## src/rtl/bpeb_pkg.sv

```systemverilog
// bpeb_pkg: shared sizes, Booth group codes, FSM states and term payload for
// the bit-pair encoded operand term decoder.
// No ports; imported by bpeb_grp_dec and bpeb_term_dec.
package bpeb_pkg;

    localparam int unsigned N_GROUP = 8;
    localparam int unsigned DATA_W  = 2 * N_GROUP;
    localparam int unsigned SHIFT_W = 4;
    localparam int unsigned BPR_W   = 3 * N_GROUP;
    localparam int unsigned ETC_W   = 4;
    localparam int unsigned IDX_W   = 3;
    localparam int unsigned ACC_W   = DATA_W + 1;

    // Booth group codes {b(2i+1), b(2i), b(2i-1)}; 000 and 111 are zero digits.
    localparam logic [2:0] GRP_P1A = 3'b001;
    localparam logic [2:0] GRP_P1B = 3'b010;
    localparam logic [2:0] GRP_P2  = 3'b011;
    localparam logic [2:0] GRP_N2  = 3'b100;
    localparam logic [2:0] GRP_N1A = 3'b101;
    localparam logic [2:0] GRP_N1B = 3'b110;

    typedef enum logic [1:0] {
        ST_IDLE = 2'd0,
        ST_EMIT = 2'd1,
        ST_ZERO = 2'd2
    } state_t;

    // One emitted term as presented on the output port group.
    typedef struct packed {
        logic [SHIFT_W-1:0] shift;
        logic               neg;
        logic               zero;
        logic               last;
    } term_t;

    // Number of set bits in an essential-term mask.
    function automatic logic [ETC_W-1:0] popcount(input logic [N_GROUP-1:0] m);
        logic [ETC_W-1:0] cnt;
        cnt = '0;
        for (int i = 0; i < int'(N_GROUP); i++) begin
            cnt = cnt + ETC_W'(m[i]);
        end
        return cnt;
    endfunction

endpackage

```

## src/rtl/bpeb_grp_dec.sv

```systemverilog
// bpeb_grp_dec: combinational decode of one 3-bit Booth group.
// Ports: grp (group code), essential (digit is nonzero),
//        neg (digit is negative), mag2 (|digit| == 2, adds one to the shift).
module bpeb_grp_dec
    import bpeb_pkg::*;
(
    input  logic [2:0] grp,
    output logic       essential,
    output logic       neg,
    output logic       mag2
);

    always_comb begin
        essential = 1'b0;
        neg       = 1'b0;
        mag2      = 1'b0;
        case (grp)
            GRP_P1A, GRP_P1B: essential = 1'b1;
            GRP_P2: begin
                essential = 1'b1;
                mag2      = 1'b1;
            end
            GRP_N2: begin
                essential = 1'b1;
                neg       = 1'b1;
                mag2      = 1'b1;
            end
            GRP_N1A, GRP_N1B: begin
                essential = 1'b1;
                neg       = 1'b1;
            end
            default: ;
        endcase
    end

endmodule

```

## src/rtl/bpeb_term_dec.sv

```systemverilog
// bpeb_term_dec: accepts one BPR word plus essential-term count and emits its
// essential terms one per handshake, lowest group first.
// Ports: clk, rst (async, active-high); in_valid/in_ready/in_bpr/in_etc word
//        input; out_valid/out_ready handshake with term_shift, term_neg,
//        term_zero, term_last; etc_err sticky count-mismatch flag.
// Optional: BPEB_TERM_DEC_RECON_EN adds recon_valid/recon_value, the word
//        value rebuilt from the emitted terms.
module bpeb_term_dec
    import bpeb_pkg::*;
(
    input  logic               clk,
    input  logic               rst,
    input  logic               in_valid,
    output logic               in_ready,
    input  logic [BPR_W-1:0]   in_bpr,
    input  logic [ETC_W-1:0]   in_etc,
    output logic               out_valid,
    input  logic               out_ready,
    output logic [SHIFT_W-1:0] term_shift,
    output logic               term_neg,
    output logic               term_zero,
    output logic               term_last,
    output logic               etc_err
`ifdef BPEB_TERM_DEC_RECON_EN
    ,
    output logic               recon_valid,
    output logic [DATA_W-1:0]  recon_value
`endif
);

    state_t               state, state_nxt;
    logic [N_GROUP-1:0]   mask, mask_nxt;
    logic [N_GROUP-1:0]   neg_v, neg_nxt;
    logic [N_GROUP-1:0]   mag2_v, mag2_nxt;
    logic [N_GROUP-1:0]   ess_in, neg_in, mag2_in;
    term_t                term_q, term_nxt;
    logic                 valid_nxt;
    logic                 err_nxt;
    logic [IDX_W-1:0]     sel;
    logic                 hs, done, accept;

    // Per-group digit decode of the incoming word.
    for (genvar g = 0; g < int'(N_GROUP); g++) begin : g_dec
        bpeb_grp_dec u_grp_dec (
            .grp       (in_bpr[3*g +: 3]),
            .essential (ess_in[g]),
            .neg       (neg_in[g]),
            .mag2      (mag2_in[g])
        );
    end

    // A last-term handshake frees the decoder for a new word in the same cycle.
    assign hs       = out_valid && out_ready;
    assign done     = hs && term_last;
    assign in_ready = (state == ST_IDLE) || done;
    assign accept   = in_valid && in_ready;

    // Next state and next registered term, priority-encoded from the next mask.
    always_comb begin
        state_nxt = state;
        mask_nxt  = mask;
        neg_nxt   = neg_v;
        mag2_nxt  = mag2_v;
        err_nxt   = etc_err;
        term_nxt  = '0;
        valid_nxt = 1'b0;
        sel       = '0;

        if (hs) begin
            mask_nxt = mask & (mask - N_GROUP'(1));  // drop lowest set bit
        end
        if (done) begin
            state_nxt = ST_IDLE;
        end
        if (accept) begin
            mask_nxt  = ess_in;
            neg_nxt   = neg_in;
            mag2_nxt  = mag2_in;
            state_nxt = (|ess_in) ? ST_EMIT : ST_ZERO;
            if (popcount(ess_in) != in_etc) begin
                err_nxt = 1'b1;
            end
        end

        case (state_nxt)
            ST_EMIT: begin
                valid_nxt = 1'b1;
                for (int i = int'(N_GROUP) - 1; i >= 0; i--) begin
                    if (mask_nxt[i]) begin
                        sel = IDX_W'(i);
                    end
                end
                // shift = 2*group + (|digit| == 2)
                term_nxt.shift = SHIFT_W'({sel, mag2_nxt[sel]});
                term_nxt.neg   = neg_nxt[sel];
                term_nxt.last  = ((mask_nxt & (mask_nxt - N_GROUP'(1))) == '0);
            end
            ST_ZERO: begin
                valid_nxt     = 1'b1;
                term_nxt.zero = 1'b1;
                term_nxt.last = 1'b1;
            end
            default: ;
        endcase
    end

    // State, mask and registered term outputs.
    always_ff @(posedge clk or posedge rst) begin
        if (rst) begin
            state     <= ST_IDLE;
            mask      <= '0;
            neg_v     <= '0;
            mag2_v    <= '0;
            out_valid <= 1'b0;
            term_q    <= '0;
            etc_err   <= 1'b0;
        end else begin
            state     <= state_nxt;
            mask      <= mask_nxt;
            neg_v     <= neg_nxt;
            mag2_v    <= mag2_nxt;
            out_valid <= valid_nxt;
            term_q    <= term_nxt;
            etc_err   <= err_nxt;
        end
    end

    assign term_shift = term_q.shift;
    assign term_neg   = term_q.neg;
    assign term_zero  = term_q.zero;
    assign term_last  = term_q.last;

`ifdef BPEB_TERM_DEC_RECON_EN
    logic [ACC_W-1:0] acc, acc_nxt, acc_sum, term_mag, term_val;

    // Signed running sum of emitted terms, modulo 2^ACC_W.
    always_comb begin
        term_mag = ACC_W'(1) << term_shift;
        term_val = '0;
        if (!term_zero) begin
            term_val = term_neg ? (~term_mag + ACC_W'(1)) : term_mag;
        end
        acc_sum = acc + term_val;
        acc_nxt = acc;
        if (hs) begin
            acc_nxt = acc_sum;
        end
        if (accept) begin
            acc_nxt = '0;
        end
    end

    always_ff @(posedge clk or posedge rst) begin
        if (rst) begin
            acc         <= '0;
            recon_valid <= 1'b0;
            recon_value <= '0;
        end else begin
            acc         <= acc_nxt;
            recon_valid <= done;
            if (done) begin
                recon_value <= acc_sum[DATA_W-1:0];
            end
        end
    end
`endif

endmodule

```

## config.mk

```make
export PLATFORM = sky130hd
export DESIGN_NAME = bpeb_term_dec
export DESIGN_NICKNAME = d
export VERILOG_FILES = /design/src/rtl/bpeb_pkg.sv /design/src/rtl/bpeb_grp_dec.sv /design/src/rtl/bpeb_term_dec.sv
export SDC_FILE = /design/constraint.sdc
export NUM_CORES = 1
export LEC_CHECK = 0
export BUFFER_PORTS_ARGS = -buffer_cell sky130_fd_sc_hd__buf_2
export CORE_MARGIN = 5
export CORE_UTILIZATION = 44
export DETAILED_ROUTE_END_ITERATION = 12
export GPL_TIMING_DRIVEN = 0
export PLACE_DENSITY = 0.74
export SYNTH_ARGS = -nofsm -noshare
export SYNTH_HDL_FRONTEND = slang
export SYNTH_HIERARCHICAL = 1
export SYNTH_SLANG_ARGS = --single-unit
```

## constraint.sdc

```tcl
create_clock -name clk -period 2.6 [get_ports clk]
set_clock_uncertainty 0.1 [all_clocks]
set_input_delay 0.52 -clock clk [delete_from_list [all_inputs] [get_ports clk]]
set_output_delay 0.52 -clock clk [all_outputs]
set_load 0.01 [all_outputs]
```

==> reports/results.ini, run 1 <==
[outcome]
outcome = complete, but fails checks
violations = negative setup slack

[synth]
synth_commonest_cells = 65 x nand2_1, 35 x dfrtp_1, 19 x nor2_1
yosysMostFrequentCell = nand2_1
syn_area_um2 = 2370
synth_top_area_cell = dfrtp_1
synth.net_count = 319
yosys_most_used_dff = dfrtp_1
synth_edf_count = 0
ys_top_cells_by_area = dfrtp_1 37%, nand2_1 10%, mux2i_1 4.2%
yosys_warnings = 6
synthArstFlopShare_pct = 100
ys_types = 51
ys_seq_area_share_pct = 36.9
synth_top_area_share_pct = 36.9
syn_area_per_cell_um2 = 8.57
ys_ff_latch = 35
synth_cells = 277

[finish]
layout-drive-gt1-share_pct = 33.0
seq_area_um2 = 880
fillCellCount = 446
fin_nets = 375
multi_input_area_um2 = 1580
diodes = 0
area_delta_synth_final_pct = 26.8

[cts]
cts_made_buffers = 5
insertion_delay_ns = 0.29
cts_sinks = 35
cts-hold-fix-buffers = 0
clk_pin_slew_ns = 0.07
cts_root_buffer = clkbuf_8
cts_tree = built
htreeDepth = 2
cts_max_path_buffers = 2

[detailed_routing]
avgViaCountPerCell = 5.45
routedWlPerCell_um = 14.7
routed_wl_um = 5930
drtIter0Drc = 128
dr.pass1.iters = 4
drc = 0
postRouteAntennaNets = 0
num_vias = 2196

[timing]
setup_ws_ns = -0.934
slew_violations = 0
max_slew_margin_pct = 52.0
worst_pin_slew_ns = 0.719
period_share_pct = 136
rsz0062_at_grt = true
hold_violations = 0
hold_ws_ns = 0.246
fin_crit_ns = 3.53
fmax_mhz = 283
setup_viol = 3

[run]
maxCapViolations = 0

[setup_path]
worst-path-max-fanout = 5
end_kind = flip-flop
critical_path_class = input pin to flip-flop
crit_path_start_kind = input pin
crit_required_ns = 2.68
arrival_ns = 3.61

[die]
coreArea_um2 = 5170
fp-row-count = 26
initial_utilization_pct = 45.9
io_pins = 42
die_area_um2 = 6970
die_w_um = 83.5
dieHeight_um = 83.5

[global_routing]
grt_use_total_pct = 16.6
gr-total-overflow = 0
grt_antenna_before_repair = 0
grt_max_degree = 36
grt_pass1_vias = 2073
grt_pass1_wl_um = 9480

[place]
hpwl_um = 4320
io_buffers = 41
post-place-ws_ns = -1.36
gp_congestion = 0.986

[power]
peakVddDrop_uv = 503
powerDensity_nw_per_um2 = 1100
power.leakage_nw = 1.49

[hold_path]
hold_class = input pin to async pin

final cells by class:
class	count	area share, %
inverter	18	2.24
tap	70	2.91
clock inverter	1	0.166
clock buffer	6	2.74
timing repair buffer	49	9.02
buffer	5	1.29
multi-input combinational	219	52.4
sequential	35	29.2
critical path, cell delays in order:
cell and delay (ns):
buf_4 0.13, nor3_4 0.18, nor2_2 0.07, fa_1 0.55, inv_2 0.04, fa_1 0.49, fa_1 0.40, inv_1 0.07
ha_2 0.17, inv_1 0.05, fa_2 0.35, xnor2_2 0.16, nor3_2 0.10, a31oi_1 0.06, nor3_1 0.20, o21bai_1 0.08
registers in the layout (all words and copies together) (netlist names):
register,count
term_zero,1
term_last,1
mag2_v,8
etc_err,1
neg_v,8
mask,8
out_valid,1
term_neg,1
term_shift,4
state,2
layer usage:
layer	up-vias	track usage [%]	part of all wire, %
li1	1071	-	-
met1	1063	20.9	44
met2	54	28.6	50
met3	8	4.15	5.3
met4	0	3.95	0.96
met5	-	0	0
layout by cell type, fill, tap and decap left out, drive strengths merged, types with 3 or more instances in the layout:
cell type / instances
and2: 9
o21a: 3
o21ai: 9
o31ai: 3
nor3: 12
nor2: 19
mux2: 4
clkbuf: 9
nand2b: 8
a21oi: 7
inv: 18
o211ai: 3
a31oi: 3
nand2: 65
fa: 4
dfrtp: 35
o22ai: 10
and3: 9
mux2i: 10
buf: 51
ha: 6
logic make-up (layout without fill, tap and decap cells):
| group | count (synthesis) | count (layout) | share of synthesized area [%] |
|---|---|---|---|
| AOI/OAI and AO/OA | 48 | 48 | 14.8 |
| xor gates and xnor gates | 4 | 4 | 1.48 |
| adders and majority gates | 12 | 12 | 7.38 |
| buffers and inverters | 23 | 79 | 4.00 |
| DFF | 35 | 35 | 36.9 |
| muxes | 14 | 14 | 6.11 |
| and+or+nand+nor | 141 | 141 | 29.3 |
per-stage QoR:
| stage | area [µm²] | total power, mW | std cells | util (%) | TNS (ns) |
|---|---|---|---|---|---|
| after CTS | 2900 | 3.15 | 401 | 56.0 | -1.13 |
| after detailed placement | 2670 | 2.55 | 388 | 51.7 | -3.63 |
| after global routing | 3010 | 3.57 | 403 | 58.2 | -1.46 |
| final | 3010 | 3.31 | 403 | 58.2 | -1.06 |
| after floorplan | 2380 | 2.13 | 277 | - | -1.15 |
| after global placement | 2670 | 2.50 | 388 | 51.7 | -3.18 |
power breakdown:
| group | switching [mW] | internal, mW | leakage, nW |
|---|---|---|---|
| Combinational | 1.05 | 0.938 | 1.01 |
| Sequential | 0.149 | 0.785 | 0.437 |
| Clock | 0.186 | 0.208 | 0.0470 |
| Total | 1.38 | 1.93 | 1.49 |
repair_timing:
item                       CTS  global route
setup buffers                6             2
hold endpoints to repair     0             0
resized for setup           23            27
pin swaps                    5             6
setup endpoints to repair    6             5
worst paths after layout:
path / start / end / slack [ns] / cells after the start
max: in_bpr[2] / etc_err$_DFFE_PP0P_ / -0.93 / 16
max reg2reg: out_valid$_DFF_PP0_ / term_shift[0]$_DFF_PP0_ / -0.08 / 9
min reg2reg: mag2_v[3]$_DFF_PP0_ / mag2_v[3]$_DFF_PP0_ / 0.37 / 2
min: rst / term_shift[2]$_DFF_PP0_ / 0.25 / 2
max in group asynchronous: rst / mask[3]$_DFF_PP0_ / 1.65 / 2
min in group clk: mag2_v[3]$_DFF_PP0_ / mag2_v[3]$_DFF_PP0_ / 0.37 / 2
Power figures use the tool's default switching activity.
==> inputs of run 2 (changes only) <==
CORE_UTILIZATION = 50   (was 44)
PLACE_DENSITY = 0.81   (was 0.74)
TNS_END_PERCENT = 10   (was default)
==> reports/results.ini, run 2 (same netlist as run 1, synthesis figures left out) <==
[outcome]
violations = negative setup slack
outcome = complete, but fails checks

[global_routing]
grt_pass1_wl_um = 9300
grt_max_degree = 36
grt_use_total_pct = 19.1
grt_pass1_vias = 2029
gr-total-overflow = 0
grt_antenna_before_repair = 0

[timing]
slew_violations = 0
period_share_pct = 134
rsz0062_at_grt = true
setup_viol = 3
worst_pin_slew_ns = 0.730
fin_crit_ns = 3.49
max_slew_margin_pct = 50.0
fmax_mhz = 287
hold_violations = 0
finalSetupTns_ns = -1.37
setup_ws_ns = -0.888

[finish]
layout-drive-gt1-share_pct = 27.2
area_delta_synth_final_pct = 20.0
fin_cells = 381
diodes = 0
fin_util_pct = 61.2
fin_nets = 368
final_common_cell = nand2_1
final_cell_mix = 65 x nand2_1, 42 x buf_2, 35 x dfrtp_1, 17 x inv_1, 15 x nor2_1
reg_top3 = mag2_v (8), mask (8), neg_v (8)

[cts]
cts_max_path_buffers = 2
htreeDepth = 2
cts_made_buffers = 5
clk_pin_slew_ns = 0.08
cts-hold-fix-buffers = 0
insertion_delay_ns = 0.29
cts_tree = built
cts_sinks = 35
cts_root_buffer = clkbuf_8

[power]
p_total_mw = 3.11
peakVddDrop_uv = 678
powerDensity_nw_per_um2 = 1090
power.leakage_nw = 1.45

[setup_path]
critical_path_class = input pin to flip-flop
crit_required_ns = 2.69
end_kind = flip-flop
crit_chain = buf_2 -> nor3_1 -> nor2_2 -> fa_1 -> inv_1 -> fa_1 -> fa_1 -> inv_1 -> ha_2 -> inv_1 -> fa_2 -> xnor2_1 -> nor3_1 -> a31oi_1 -> nor3_1 -> o21bai_1
arrival_ns = 3.57
critPathSlowestCell = fa_1
worst-path-max-fanout = 4
slowest_delay_ns = 0.49
crit_path_start_kind = input pin

[detailed_routing]
drtIter0Drc = 93
routedWlPerCell_um = 14.6
avgViaCountPerCell = 5.52
postRouteAntennaNets = 0
num_vias = 2103
drc = 0
dr.pass1.iters = 4
routed_wl_um = 5550

[die]
die_area_um2 = 6230
die_w_um = 78.9
fp-row-count = 25
dieHeight_um = 78.9
io_pins = 42
coreArea_um2 = 4660
initial_utilization_pct = 51.0

[run]
maxCapViolations = 0

[place]
dpl.cell_count = 372
hpwl_um = 4220
gp_congestion = 0.884
io_buffers = 41

[hold_path]
hold_class = input pin to async pin

==> run 2: changes by cell type in the layout (fill, tap and decap cells not counted), sizes merged <==
cell and change:
clkbuf -1, bufinv +1, buf -7, clkinv +1
==> run 2: where the power goes <==
group          switching (mW)  total, mW  internal (mW)
Combinational           0.963       1.71          0.742
Sequential              0.128      0.908          0.780
Clock                   0.214      0.500          0.285
Total                    1.31       3.11           1.81
==> run 2: final cells by class <==
| cell class | count | area (µm²) |
|---|---|---|
| fill | 396 | 1810 |
| multi-input combinational | 219 | 1480 |
| sequential | 35 | 876 |
| timing repair buffer | 42 | 213 |
| clock buffer | 5 | 68.8 |
| inverter | 18 | 67.6 |
| tap | 54 | 67.6 |
| clock inverter | 3 | 43.8 |
| buffer | 5 | 35.0 |
==> run 2: critical path: cells and delay by family <==
| kind | cells | cell delay [ns] |
|---|---|---|
| adder cells (fa/ha/maj) | 5 | 1.87 |
| XOR/XNOR | 1 | 0.14 |
| buffers and inverters | 4 | 0.29 |
| AND/OR/NAND/NOR | 4 | 0.60 |
| AO/OA/AOI/OAI | 2 | 0.15 |
==> run 2: metrics by stage <==
| stage | setup WS (ns) | area (µm²) | hold slack [ns] |
|---|---|---|---|
| after global routing | -1.05 | 2850 | 0.307 |
| after CTS | -0.936 | 2810 | 0.374 |
| final | -0.888 | 2850 | 0.247 |
| after floorplan | -0.972 | 2380 | 0.334 |
| after global placement | -1.29 | 2650 | 0.349 |
| after detailed placement | -1.37 | 2650 | 0.354 |
==> run 2: routing by layer <==
layer | up-vias | wire (µm) | track usage, %
met2 | 56 | 2640 | 30.9
met3 | 12 | 274 | 4.20
met1 | 980 | 2520 | 24.9
met4 | 0 | 109 | 7.73
met5 | - | 0 | 0
li1 | 1055 | - | -
==> run 2: final timing paths <==
kind,startpoint,end,slack [ns],depth (start not counted)
max,in_bpr[10],etc_err$_DFFE_PP0P_,-0.89,16
min,rst,term_shift[2]$_DFF_PP0_,0.25,2
max reg2reg,mask[1]$_DFF_PP0_,term_neg$_DFF_PP0_,-0.26,7
min in group clk,mag2_v[3]$_DFF_PP0_,mag2_v[3]$_DFF_PP0_,0.37,2
min reg2reg,mag2_v[3]$_DFF_PP0_,mag2_v[3]$_DFF_PP0_,0.37,2
max in group asynchronous,rst,neg_v[7]$_DFF_PP0_,1.68,2
==> run 2: timing repair <==
action                                  CTS  global route
buffers inserted                          1             0
gates resized for setup                  12             9
endpoints found under the setup margin    6             6
gates cloned                              0             0
pin swaps                                 4             1
==> inputs of run 3 (changes only) <==
CORE_UTILIZATION = 51   (was 50)
CTS_CLUSTER_SIZE = 14   (was default)
PLACE_DENSITY = 0.83   (was 0.81)
==> reports/results.ini, run 3 (same netlist as run 1, synthesis figures left out) <==
[global_routing]
grt_use_total_pct = 17.8
gr-total-overflow = 0
grt_antenna_before_repair = 0
grt_pass1_vias = 1937
grt_max_degree = 36
grt_pass1_wl_um = 8710

[timing]
period_share_pct = 136
rsz0062_at_grt = true
setup_ws_ns = -0.927
max_slew_margin_pct = 51.7
hold_ws_ns = 0.254
finalSetupTns_ns = -1.46
fin_crit_ns = 3.53
worst_pin_slew_ns = 0.723
hold_violations = 0
slew_violations = 0
setup_viol = 3
fmax_mhz = 284

[die]
io_pins = 42
coreArea_um2 = 4440
die_w_um = 78.2
dieHeight_um = 78.2
initial_utilization_pct = 53.4
fp-row-count = 24
die_area_um2 = 6120

[place]
gp_congestion = 0.924
io_buffers = 41
hpwl_um = 4080
placed_cell_area_um2 = 2650
dpl.cell_count = 370
post-place-ws_ns = -1.34

[detailed_routing]
drtIter0Drc = 118
routedWlPerCell_um = 14.4
num_vias = 2106
postRouteAntennaNets = 0
dr.pass1.iters = 4
avgViaCountPerCell = 5.57
drc = 0
routed_wl_um = 5430

[cts]
insertion_delay_ns = 0.28
clk_pin_slew_ns = 0.07
cts_root_buffer = clkbuf_8
cts_setup_buffers = 0
cts_tree = built
cts_made_buffers = 5
htreeDepth = 2
cts_sinks = 35
cts_max_path_buffers = 2

[finish]
fin_nets = 367
reg_top3 = mag2_v (8), mask (8), neg_v (8)
fillCellCount = 372
final_cell_mix = 65 x nand2_1, 41 x buf_2, 35 x dfrtp_1, 17 x inv_1, 15 x nor2_1
fin_cells = 378
layout-drive-gt1-share_pct = 26.7
final_common_cell = nand2_1
area_delta_synth_final_pct = 18.8
final_area_um2 = 2820
diodes = 0

[setup_path]
slowest_delay_ns = 0.49
crit_path_start_kind = input pin
crit_required_ns = 2.67
critPathSlowestCell = fa_1
end_kind = flip-flop
worst-path-max-fanout = 4
crit_chain = buf_2 -> nor3_1 -> nor2_2 -> fa_1 -> inv_1 -> fa_1 -> fa_1 -> inv_1 -> ha_2 -> inv_1 -> fa_2 -> xnor2_1 -> nor3_1 -> a31oi_1 -> nor3_1 -> o21bai_1
critical_path_class = input pin to flip-flop
arrival_ns = 3.59

[power]
peakVddDrop_uv = 635
powerDensity_nw_per_um2 = 1080
power.leakage_nw = 1.44

[outcome]
outcome = complete, but fails checks
violations = negative setup slack

[run]
maxCapViolations = 0

[hold_path]
hold_class = input pin to async pin

==> run 3: report_power, final <==
group	leakage (nW)	switching [mW]	total, mW	internal [mW]
logic	0.947	0.964	1.70	0.741
clock network	0.0515	0.179	0.421	0.241
registers	0.440	0.128	0.909	0.781
total	1.44	1.27	3.03	1.76
==> run 3: cell type report <==
cell class | instances | area, µm² | area share (%)
plain buffers | 5 | 37.5 | 1.33
clock buffers | 8 | 100 | 3.55
flip-flops and latches | 35 | 876 | 31.0
multi-input cells | 219 | 1470 | 52.1
inverters | 18 | 67.6 | 2.39
well taps | 52 | 65.1 | 2.31
repair buffers | 41 | 205 | 7.27
==> run 3: per-stage QoR <==
| step | util [%] | total power [mW] |
|---|---|---|
| detailed placement | 59.6 | 2.53 |
| CTS | 62.6 | 2.99 |
| finish | 63.5 | 3.03 |
| global route | 63.5 | 3.28 |
| global placement | 59.6 | 2.48 |
| floorplan | - | 2.13 |
==> run 3: path summary, 6_finish.rpt <==
kind | start | end | slack [ns] | cells past startpoint
setup / recovery | in_bpr[10] | etc_err$_DFFE_PP0P_ | -0.93 | 16
setup reg to reg | mask[1]$_DFF_PP0_ | term_neg$_DFF_PP0_ | -0.28 | 7
hold / removal | rst | mag2_v[6]$_DFF_PP0_ | 0.25 | 2
max in group asynchronous | rst | mask[2]$_DFF_PP0_ | 1.68 | 2
min in group clk | mag2_v[3]$_DFF_PP0_ | mag2_v[3]$_DFF_PP0_ | 0.37 | 2
hold reg to reg | mag2_v[3]$_DFF_PP0_ | mag2_v[3]$_DFF_PP0_ | 0.37 | 2
==> run 3: routing by layer <==
metal | vias to the layer above | track usage [%] | routed length, µm
li1 | 1057 | - | -
met2 | 66 | 28.9 | 2550
met1 | 973 | 24.0 | 2430
met3 | 10 | 3.78 | 353
met4 | 0 | 5.42 | 101
met5 | - | 0 | 0
==> run 3: timing repair <==
action                                 in CTS  in global routing
endpoints found under the hold margin       0                  0
resized for setup                          12                 11
setup endpoints to repair                   6                  6
pin swaps                                   4                  1
hold buffers                                0                  0
==> run 3: critical path: cells and delay by family <==
kind | cells | cell delay [ns]
fa+ha+maj | 5 | 1.86
simple gates | 4 | 0.63
buf+inv | 4 | 0.28
compound gates | 2 | 0.15
xor+xnor | 1 | 0.14
